### config.mk
export PLATFORM = sky130hd
export DESIGN_NAME = wb_stage
export DESIGN_NICKNAME = d
export VERILOG_FILES = /design/src/rtl/wb_stage.sv
export SDC_FILE = /design/constraint.sdc
export NUM_CORES = 1
export LEC_CHECK = 0
export CAP_MARGIN = 20
export CORE_UTILIZATION = 45
export DETAILED_ROUTE_END_ITERATION = 8
export PLACE_DENSITY = 0.87
export SYNTH_ARGS = -nofsm -noshare
export SYNTH_HDL_FRONTEND = slang
export SYNTH_SLANG_ARGS = --single-unit
export TNS_END_PERCENT = 100
### constraint.sdc
create_clock -name i_clk -period 4.14 [get_ports i_clk]
set_clock_uncertainty 0.05 [all_clocks]
set_input_delay 0.414 -clock i_clk [delete_from_list [all_inputs] [get_ports i_clk]]
set_output_delay 0.414 -clock i_clk [all_outputs]
set_load 0.01 [all_outputs]
### src/rtl/wb_stage.sv
// Writeback stage: retires one instruction per handshake, aligns/extends load data and drives the regfile write port and bypass.
// Optional retired-instruction counter o_instret is built when WB_INSTRET_EN is defined.
module wb_stage (
    input  logic        i_clk,
    input  logic        i_rst_n,
    input  logic        i_valid,
    output logic        o_ready,
    input  logic [4:0]  i_rd_addr,
    input  logic        i_rd_we,
    input  logic        i_is_load,
    input  logic [2:0]  i_funct3,
    input  logic [1:0]  i_addr_lo,
    input  logic [31:0] i_alu_result,
    input  logic        i_dmem_rvalid,
    input  logic [31:0] i_dmem_rdata,
    output logic [4:0]  o_rd_addr,
    output logic [31:0] o_rd_data,
    output logic        o_write_en,
`ifdef WB_INSTRET_EN
    output logic [63:0] o_instret,
`endif
    output logic        o_fwd_valid,
    output logic [4:0]  o_fwd_addr,
    output logic [31:0] o_fwd_data
);

    typedef enum logic {IDLE, WAIT_MEM} state_e;

    state_e      state;
    logic [4:0]  ld_rd_addr;
    logic        ld_rd_we;
    logic [2:0]  ld_funct3;
    logic [1:0]  ld_addr_lo;

    function automatic logic [31:0] load_extract(input logic [2:0]  funct3,
                                                 input logic [1:0]  addr_lo,
                                                 input logic [31:0] rdata);
        logic [7:0]  byte_sel;
        logic [15:0] half_sel;
        byte_sel = 8'(rdata >> {addr_lo, 3'b000});
        half_sel = addr_lo[1] ? rdata[31:16] : rdata[15:0];
        case (funct3)
            3'b000:  load_extract = {{24{byte_sel[7]}}, byte_sel};
            3'b100:  load_extract = {24'd0, byte_sel};
            3'b001:  load_extract = {{16{half_sel[15]}}, half_sel};
            3'b101:  load_extract = {16'd0, half_sel};
            default: load_extract = rdata;
        endcase
    endfunction

    assign o_ready     = (state == IDLE);
    assign o_fwd_valid = o_write_en;
    assign o_fwd_addr  = o_rd_addr;
    assign o_fwd_data  = o_rd_data;

    always_ff @(posedge i_clk or negedge i_rst_n) begin
        if (!i_rst_n) begin
            state      <= IDLE;
            o_write_en <= 1'b0;
            o_rd_addr  <= 5'd0;
            o_rd_data  <= 32'd0;
            ld_rd_addr <= 5'd0;
            ld_rd_we   <= 1'b0;
            ld_funct3  <= 3'd0;
            ld_addr_lo <= 2'd0;
        end else begin
            o_write_en <= 1'b0;
            case (state)
                IDLE: begin
                    if (i_valid) begin
                        if (i_is_load) begin
                            ld_rd_addr <= i_rd_addr;
                            ld_rd_we   <= i_rd_we;
                            ld_funct3  <= i_funct3;
                            ld_addr_lo <= i_addr_lo;
                            state      <= WAIT_MEM;
                        end else begin
                            o_rd_addr  <= i_rd_addr;
                            o_rd_data  <= i_alu_result;
                            o_write_en <= i_rd_we && (i_rd_addr != 5'd0);
                        end
                    end
                end
                WAIT_MEM: begin
                    if (i_dmem_rvalid) begin
                        o_rd_addr  <= ld_rd_addr;
                        o_rd_data  <= load_extract(ld_funct3, ld_addr_lo, i_dmem_rdata);
                        o_write_en <= ld_rd_we && (ld_rd_addr != 5'd0);
                        state      <= IDLE;
                    end
                end
                default: state <= IDLE;
            endcase
        end
    end

`ifdef WB_INSTRET_EN
    // Counts completions, not writes: x0 targets and rd_we=0 still retire.
    always_ff @(posedge i_clk or negedge i_rst_n) begin
        if (!i_rst_n) begin
            o_instret <= 64'd0;
        end else if ((state == IDLE && i_valid && !i_is_load) ||
                     (state == WAIT_MEM && i_dmem_rvalid)) begin
            o_instret <= o_instret + 64'd1;
        end
    end
`endif

endmodule

Word-level counts from Yosys, hierarchy flattened
Index checks and enable logic that the tools add are counted.

cells by class
  reduce and logical (&&, ||, !) cells = 7
  shift operators = 1
  equal/unequal tests = 6
  muxes and demuxes = 18
  bitwise logic cells = 1

operator list
  kind                  number
  $pmux W32 S4          1
  $mux W32              3
  $pmux W32 S2          1
  $shr A32 B5 Y8        1
  $mux W16              1
  $mux W5               3
  $pmux W5 S2           1
  $reduce_bool A5 Y1    2
  $eq A3 B3 Y1 const B  2
  $mux W1               6
  $ne A2 B2 Y1 const B  3
  $reduce_and A3 Y1     2
  $pmux W1 S2           2
  $eq A3 B1 Y1 const B  1
  $logic_not A3 Y1      1
  $logic_and A1 B1 Y1   2
  $not A1 Y1            1

word-level totals
  register bits after elaboration = 50
  logic and storage cells = 41

Depth between registers and ports, before layout
  word-level depth = 5
  mapped depth = 6

Worst setup path after synthesis
Ideal clock, no wire load.

  path type = input port to flip-flop
  from = input port i_is_load
  to = register o_rd_data[14], in the netlist o_fwd_data[14]
  buffers on the path = 2
  stages = 5
  path slack = 2.459 ns
  required time = 3.964 ns
  arrival time = 1.505 ns
  cell sequence = nand2b_1 -> buf_2 -> buf_2 -> mux2_2 -> a221o_1

on the way
  longest elaborated chain between the ends = 2

RTL lines
  what                                line  RTL
  start, declared                     10    input logic i_is_load,
  $ne A2 B2 Y1 (no source line)       -
  $reduce_and A3 Y1 (no source line)  -
  end signal, assigned                79    o_rd_data <= i_alu_result;
  end signal, assigned                87    o_rd_data <= load_extract(ld_funct3, ld_addr_lo, i_dmem_rdata);
  end, declared                       17    output logic [31:0] o_rd_data,

No other way between the ends.
A chain may end at the register's enable or synchronous reset.

Worst setup path after layout
  from = register state
  to = output port o_ready

on the way
  longest elaborated chain between the ends = 1

RTL lines
  what                         line  RTL
  start, declared              29    state_e state;
  start signal, assigned       58    state <= IDLE;
  start signal, assigned       76    state <= WAIT_MEM;
  start signal, assigned       89    state <= IDLE;
  $not A1 Y1 (no source line)  -
  end, declared                7     output logic o_ready,

No other way between the ends.

==> metrics.txt <==
I/O Pins 157; largest net degree at the start of global routing 51; worst hold path type in -> async; reg-to-reg setup timing slack 1710 ps; Ys Warns 0; register share of total power 36.1%; Clk pwr share 13.6%; Yosys reg bits 50; Worst Reg2Reg Path Length in Cells 4; RD Place Congestion 0.767; CTS tree yes; Synth top cells by count 50 x dfrtp_1, 41 x mux2_2, 39 x buf_4; Top FF cell, synth dfrtp_1; final hold vios 0; post-synthesis sequential area ratio 37.6%; pre-CTS setup slack 1600 ps; worst slew pin tran 846 ps; CTS Sinks 50; sw frac 35.5%; global route overflow 0; TritonCTS Buffers 5; number of diodes 0; Final Slew Violations 0; Synth top area share 37.6%; Sum Neg Setup Slack 0 ps; post-CTS sizing 0; register area 1250 sq um; Avg WL per Cell 17.4 microns; fraction of registers with async set/reset 100%; arrival time worst endpoint 2090 ps; Starting Density 46.2%; Skew-Pair Late Insertion Delay 290 ps; Setup CP Type reg -> out; FP Rows 31; Pleak 1.92 nW; Detailed Routing Iterations Pass 1 4; Post-DRT Antenna Nets 0; placed insts 539; VDD IR max 256 uV; die area 7750 sq um; period utilization 61.6%; drt total wl 9.51 mm; vias 3018; status finished clean; setup slack after layout 1590 ps; initial antenna violation count 0; RSZ-0062 raised after global routing false; DR iter-0 viols 205; Crit. End Element output pin; internal power 1.39 mW; EDFF count, synth 0; number of vias per cell 5.51; Die Width 88.1 microns; r2r endpoint o_fwd_data[19]; ratio of cells with drive above 1 in the final layout 16.7%; Core Box Area 7210 sq um; # H-tree levels 2; nature of the critical path startpoint flop; root buf cell clkbuf_8; biggest area consumer among synthesized cells dfrtp_1; final core utilization 65.9%; clk slew on worst S/H paths 90 ps; final instance count without filler cells 548; fillers 579; DRC violations left 0; Overall Global Routing Usage 24.7%; dpl cell area 4640 sq um; power per cell area 452 nW/um^2; Post-CTS Setup Inserts 0; relative slew slack 43.5%; hpwl dp 7.13 mm; count leader, synth dfrtp_1; final setup fails 0; Period minus WS final 2550 ps; Area Growth Syn to Fin 42.7%; number of global-route vias before repair 2888; Synth cell types 40; Multi-input gate area 1610 sq um; Post-Syn Area 3330 sq um; syn_nets 421; worst endpoint required time 3680 ps; reg-to-reg critical path startpoint ld_addr_lo[1]; clk buf depth 2; Psw 762 uW; Avg Cell Area, Syn 9.77 sq um; I/O Buffers 156; Final Instance Area 4750 sq um; first-pass GRT wire length 14.6 mm; CTS Hold Bufs 0; fin nets 528; cell count after synthesis 341; Die Y 88.1 microns; max-cap violation count 0; crit-path max FO 37; synth top area cells dfrtp_1 38%, mux2_2 14%, buf_4 8.8%, o22ai_1 4.3%, nand2_1 4.2%; Max Clk Rate 392 MHz; Comb power frac 50.3%
## how the worst max path moves through the flow
stage,start,endpoint,slack [ps]
after floorplan,i_is_load,o_fwd_data[14],2460
after global placement,i_dmem_rvalid,o_fwd_data[6],1690
after detailed placement,i_dmem_rdata[31],o_fwd_data[19],1600
after CTS,state,o_ready,1590
after global routing,ld_addr_lo[1],o_fwd_data[16],1490
final,state,o_ready,1590
## routing by layer
metal  global-route usage [%]  routed length, microns
met1                     30.6                    3850
met4                     6.60                     160
met3                     4.24                     660
met5                        0                       0
met2                     44.3                    4840
## per-stage QoR
stage	hold slack, ps	total power, mW
after floorplan	68.4	1.39
after global placement	441	1.82
after detailed placement	446	1.86
after CTS	309	2.16
after global routing	84.9	2.28
final	62.2	2.15
## flip-flops by register name, summed over array words and instances, names as in the netlist
name	count
o_fwd_valid	1
ld_funct3	3
o_fwd_data	32
o_fwd_addr	5
ld_rd_addr	5
ld_rd_we	1
state	1
ld_addr_lo	2
## power groups by stage
stage	Clock, mW	Sequential, mW	Combinational, mW
floorplan	0	0.782	0.611
global placement	0	0.773	1.05
detailed placement	0	0.784	1.08
CTS	0.301	0.773	1.08
global route	0.326	0.796	1.16
finish	0.293	0.776	1.08
## critical path: stages, from the launching register on
cell and delay, ps:
dfrtp_1 460, buf_4 290, inv_1 410, clkdlybuf4s50_1 630
## cell type report
| class | instances | area share, % |
|---|---|---|
| inverters | 21 | 1.66 |
| multi-input cells | 210 | 33.9 |
| clock inverters | 1 | 0.105 |
| clock buffers | 7 | 1.82 |
| well taps | 99 | 2.61 |
| flip-flops and latches | 50 | 26.3 |
| repair buffers | 160 | 33.6 |
## logic make-up after synthesis
group           count (synthesis)  synth area share [%]
compound gates                 97                  22.8
buf+inv                        81                  14.1
mux                            51                  17.0
flops                          50                  37.6
simple gates                   62                  8.52
## cell usage in the layout, fill, tap and decap left out, drive strengths merged, types with 5 or more instances in the layout
cell type	instances
dfrtp	50
mux2i	10
nor2	9
nand2	37
a221oi	13
o21ai	17
a221o	7
o31ai	6
a21oi	18
nand2b	5
clkdlybuf4s50	155
o22ai	24
clkbuf	7
mux2	41
buf	5
inv	21
Power figures use the tool's default switching activity.
==> RTL change (config.mk and constraints unchanged) <==
Build with the macro `WB_INSTRET_EN` defined.
--- a/src/rtl/wb_stage.sv
+++ b/src/rtl/wb_stage.sv
@@ -1,4 +1,6 @@
 // Writeback stage: retires one instruction per handshake, aligns/extends load data and drives the regfile write port and bypass.
 // Optional retired-instruction counter o_instret is built when WB_INSTRET_EN is defined.
+`define WB_INSTRET_EN
+
 module wb_stage (
     input  logic        i_clk,
Behaviour (old outputs only; new: o_instret): unchanged (Yosys induction, for registers that start in step).
==> RTL change against the original RTL <==
Sequential share of layout area is 6.4 points higher; critical endpoint is now o_instret[53]; register-to-register slack worse by 0.29 ns; design area is 84% higher; clock power grew to 5.3 times the old value; worst setup slack worse by 0.17 ns; sequential cell count is 64 higher; routed wire length is 87% higher; core utilization is 2.2 points higher; largest power group is now clock; area after synthesis is 80% higher; first-iteration DRC count is 120% higher; highest routed layer unchanged; power is 91% higher; critical path type is now reg -> reg; synthesized cell count is 81% higher.
==> RTL change: results (changes against the original RTL) <==
run_status:
  status: "finished clean"
critical_path:
  arrival_ns: 3.01  # +0.92 ns
  r2r_setup_slack_ns: 1.42  # -0.29 ns
  cp_max_fo: 43  # +16%
  slowest_delay_ns: 0.75  # +0.12 ns
  critPathSlowestCell: "a2111oi_4"
  crit_family: "simple AND/OR/NAND/NOR gates"
logic_synthesis:
  synth_commonest_cells: "dfrtp_1 (114), nand2_1 (72), o21ai_0 (42)"
  synth_fp_nets: 697  # +66%
  synth-seq-area-share: 0.475  # +0.0998
  ys_types: 46  # +15%
  synth_area_leaders: "dfrtp_1 (48%), xnor2_1 (5.1%), buf_4 (4.8%)"
clock_network:
  post_cts_buffers: 0  # unchanged
  cts_buffers: 17  # +12
  h-tree-depth: 4  # +2
  clock_latency_ns: 0.41  # +0.12 ns
  cts_resized: 0  # unchanged
  clock-root-buffer: "clkbuf_16"
  clk_pin_slew_ns: 0.06  # -0.03 ns
global_route:
  grt_pass1_wl_um: 28100  # +93%
  grt_max_degree: 72  # +41%
  grt_usage: 0.261  # +0.0144
  grt_pass1_vias: 5201  # +80%
detailed_routing:
  drtIter0Drc: 461  # +120%
  firstDrtPassIters: 5  # +1
  routed_wirelength_um: 17800  # +87%
  drc: 0  # unchanged
  dr_total_vias: 5425  # +80%
place:
  placement.io_buffers: 220  # +41%
  pre_cts_slack_ns: 1.13  # -0.476 ns
  place_congestion: 0.865  # +13%
  dp_hpwl_um: 12700  # +79%
  placed_area_um2: 8090  # +74%
pwr:
  power_leakage_nw: 3.77  # +96%
  peakVddDrop_mv: 0.363  # +42%
  p_sw_mw: 1.18  # +55%
timing:
  slew_headroom: 0.385  # -0.0493
  timing.final.crit_share: 0.657  # +0.0413
finish:
  largest_register_ffs: 64  # +100%
  post_route_cells_drive_above_1_share: 0.0779  # -0.0892
  fillers: 980  # +69%
  n_antenna_cell: 0  # unchanged
  regMostFlops: "o_instret"
  num-nets-final: 877  # +66%
-- RTL change: cell types whose count changed in the layout (fill, tap and decap cells not counted), sizes merged, moves of 28 or more --
cell           change
mux2              -30
xnor2             +35
nand2             +35
dfrtp             +64
clkdlybuf4s50     +64
xor2              +28
-- RTL change: final timing paths --
path	cells after the start	to	from
hold reg to reg	1	o_instret[63]	o_instret[63]
setup / recovery	6	o_instret[53]	state
setup reg to reg	6	o_instret[53]	state
min in group i_clk	1	o_instret[63]	o_instret[63]
hold / removal	1	o_fwd_data[5]	i_rst_n
max in group asynchronous	2	o_instret[7]	i_rst_n
-- RTL change: per-stage QoR --
| stage | std cells | hold slack [ns] | util |
|---|---|---|---|
| 5_1_grt | 981 | 0.146 | 0.681 |
| 6_report | 981 | 0.0738 | 0.681 |
| 4_1_cts | 980 | 0.109 | 0.679 |
| 3_5_place_dp | 948 | 0.428 | 0.630 |
| 2_1_floorplan | 616 | 0.0684 | - |
| 3_3_place_gp | 948 | 0.426 | 0.630 |
-- RTL change: cells by family after synthesis --
group                    synth area share
XOR/XNOR                           0.0919
buffers and inverters              0.0803
AND/OR/NAND/NOR                     0.167
AO/OA/AOI/OAI                       0.140
adder cells (fa/ha/maj)           0.00208
multiplexers                       0.0436
flip-flops                          0.475
-- RTL change: power by group through the flow --
stage / Combinational (mW) / Clock, mW / Sequential, mW
final: 1.12 / 1.55 / 1.43
after global routing: 1.19 / 1.62 / 1.46
after CTS: 1.12 / 1.56 / 1.43
after detailed placement: 1.12 / 0 / 1.45
after global placement: 1.10 / 0 / 1.44
after floorplan: 0.559 / 0 / 1.46
-- RTL change: routing by layer --
| layer | up-vias | global-route usage | part of all wire |
|---|---|---|---|
| li1 | 2500 | - | - |
| met1 | 2663 | 0.348 | 0.43 |
| met2 | 232 | 0.413 | 0.49 |
| met3 | 30 | 0.0703 | 0.064 |
| met4 | 0 | 0.0849 | 0.020 |
| met5 | - | 0 | 0 |
-- RTL change: worst reg2reg max path, delay by kind of cell (launching register included) --
| family | cells | cell delay, ns |
|---|---|---|
| and+or+nand+nor | 3 | 0.93 |
| xor gates and xnor gates | 1 | 0.16 |
| buffers and inverters | 1 | 0.41 |
| DFF | 1 | 0.35 |
| AOI/OAI and AO/OA | 1 | 0.75 |
-- RTL change: layout make-up --
| class | instances | area [µm²] | share of cell area |
|---|---|---|---|
| Sequential cell | 114 | 2850 | 0.327 |
| Multi-Input combinational cell | 414 | 2680 | 0.307 |
| Timing Repair Buffer | 230 | 2290 | 0.262 |
| Clock buffer | 19 | 443 | 0.0507 |
| Tap cell | 172 | 215 | 0.0246 |
| Clock inverter | 13 | 184 | 0.0211 |
| Inverter | 19 | 71.3 | 0.00817 |
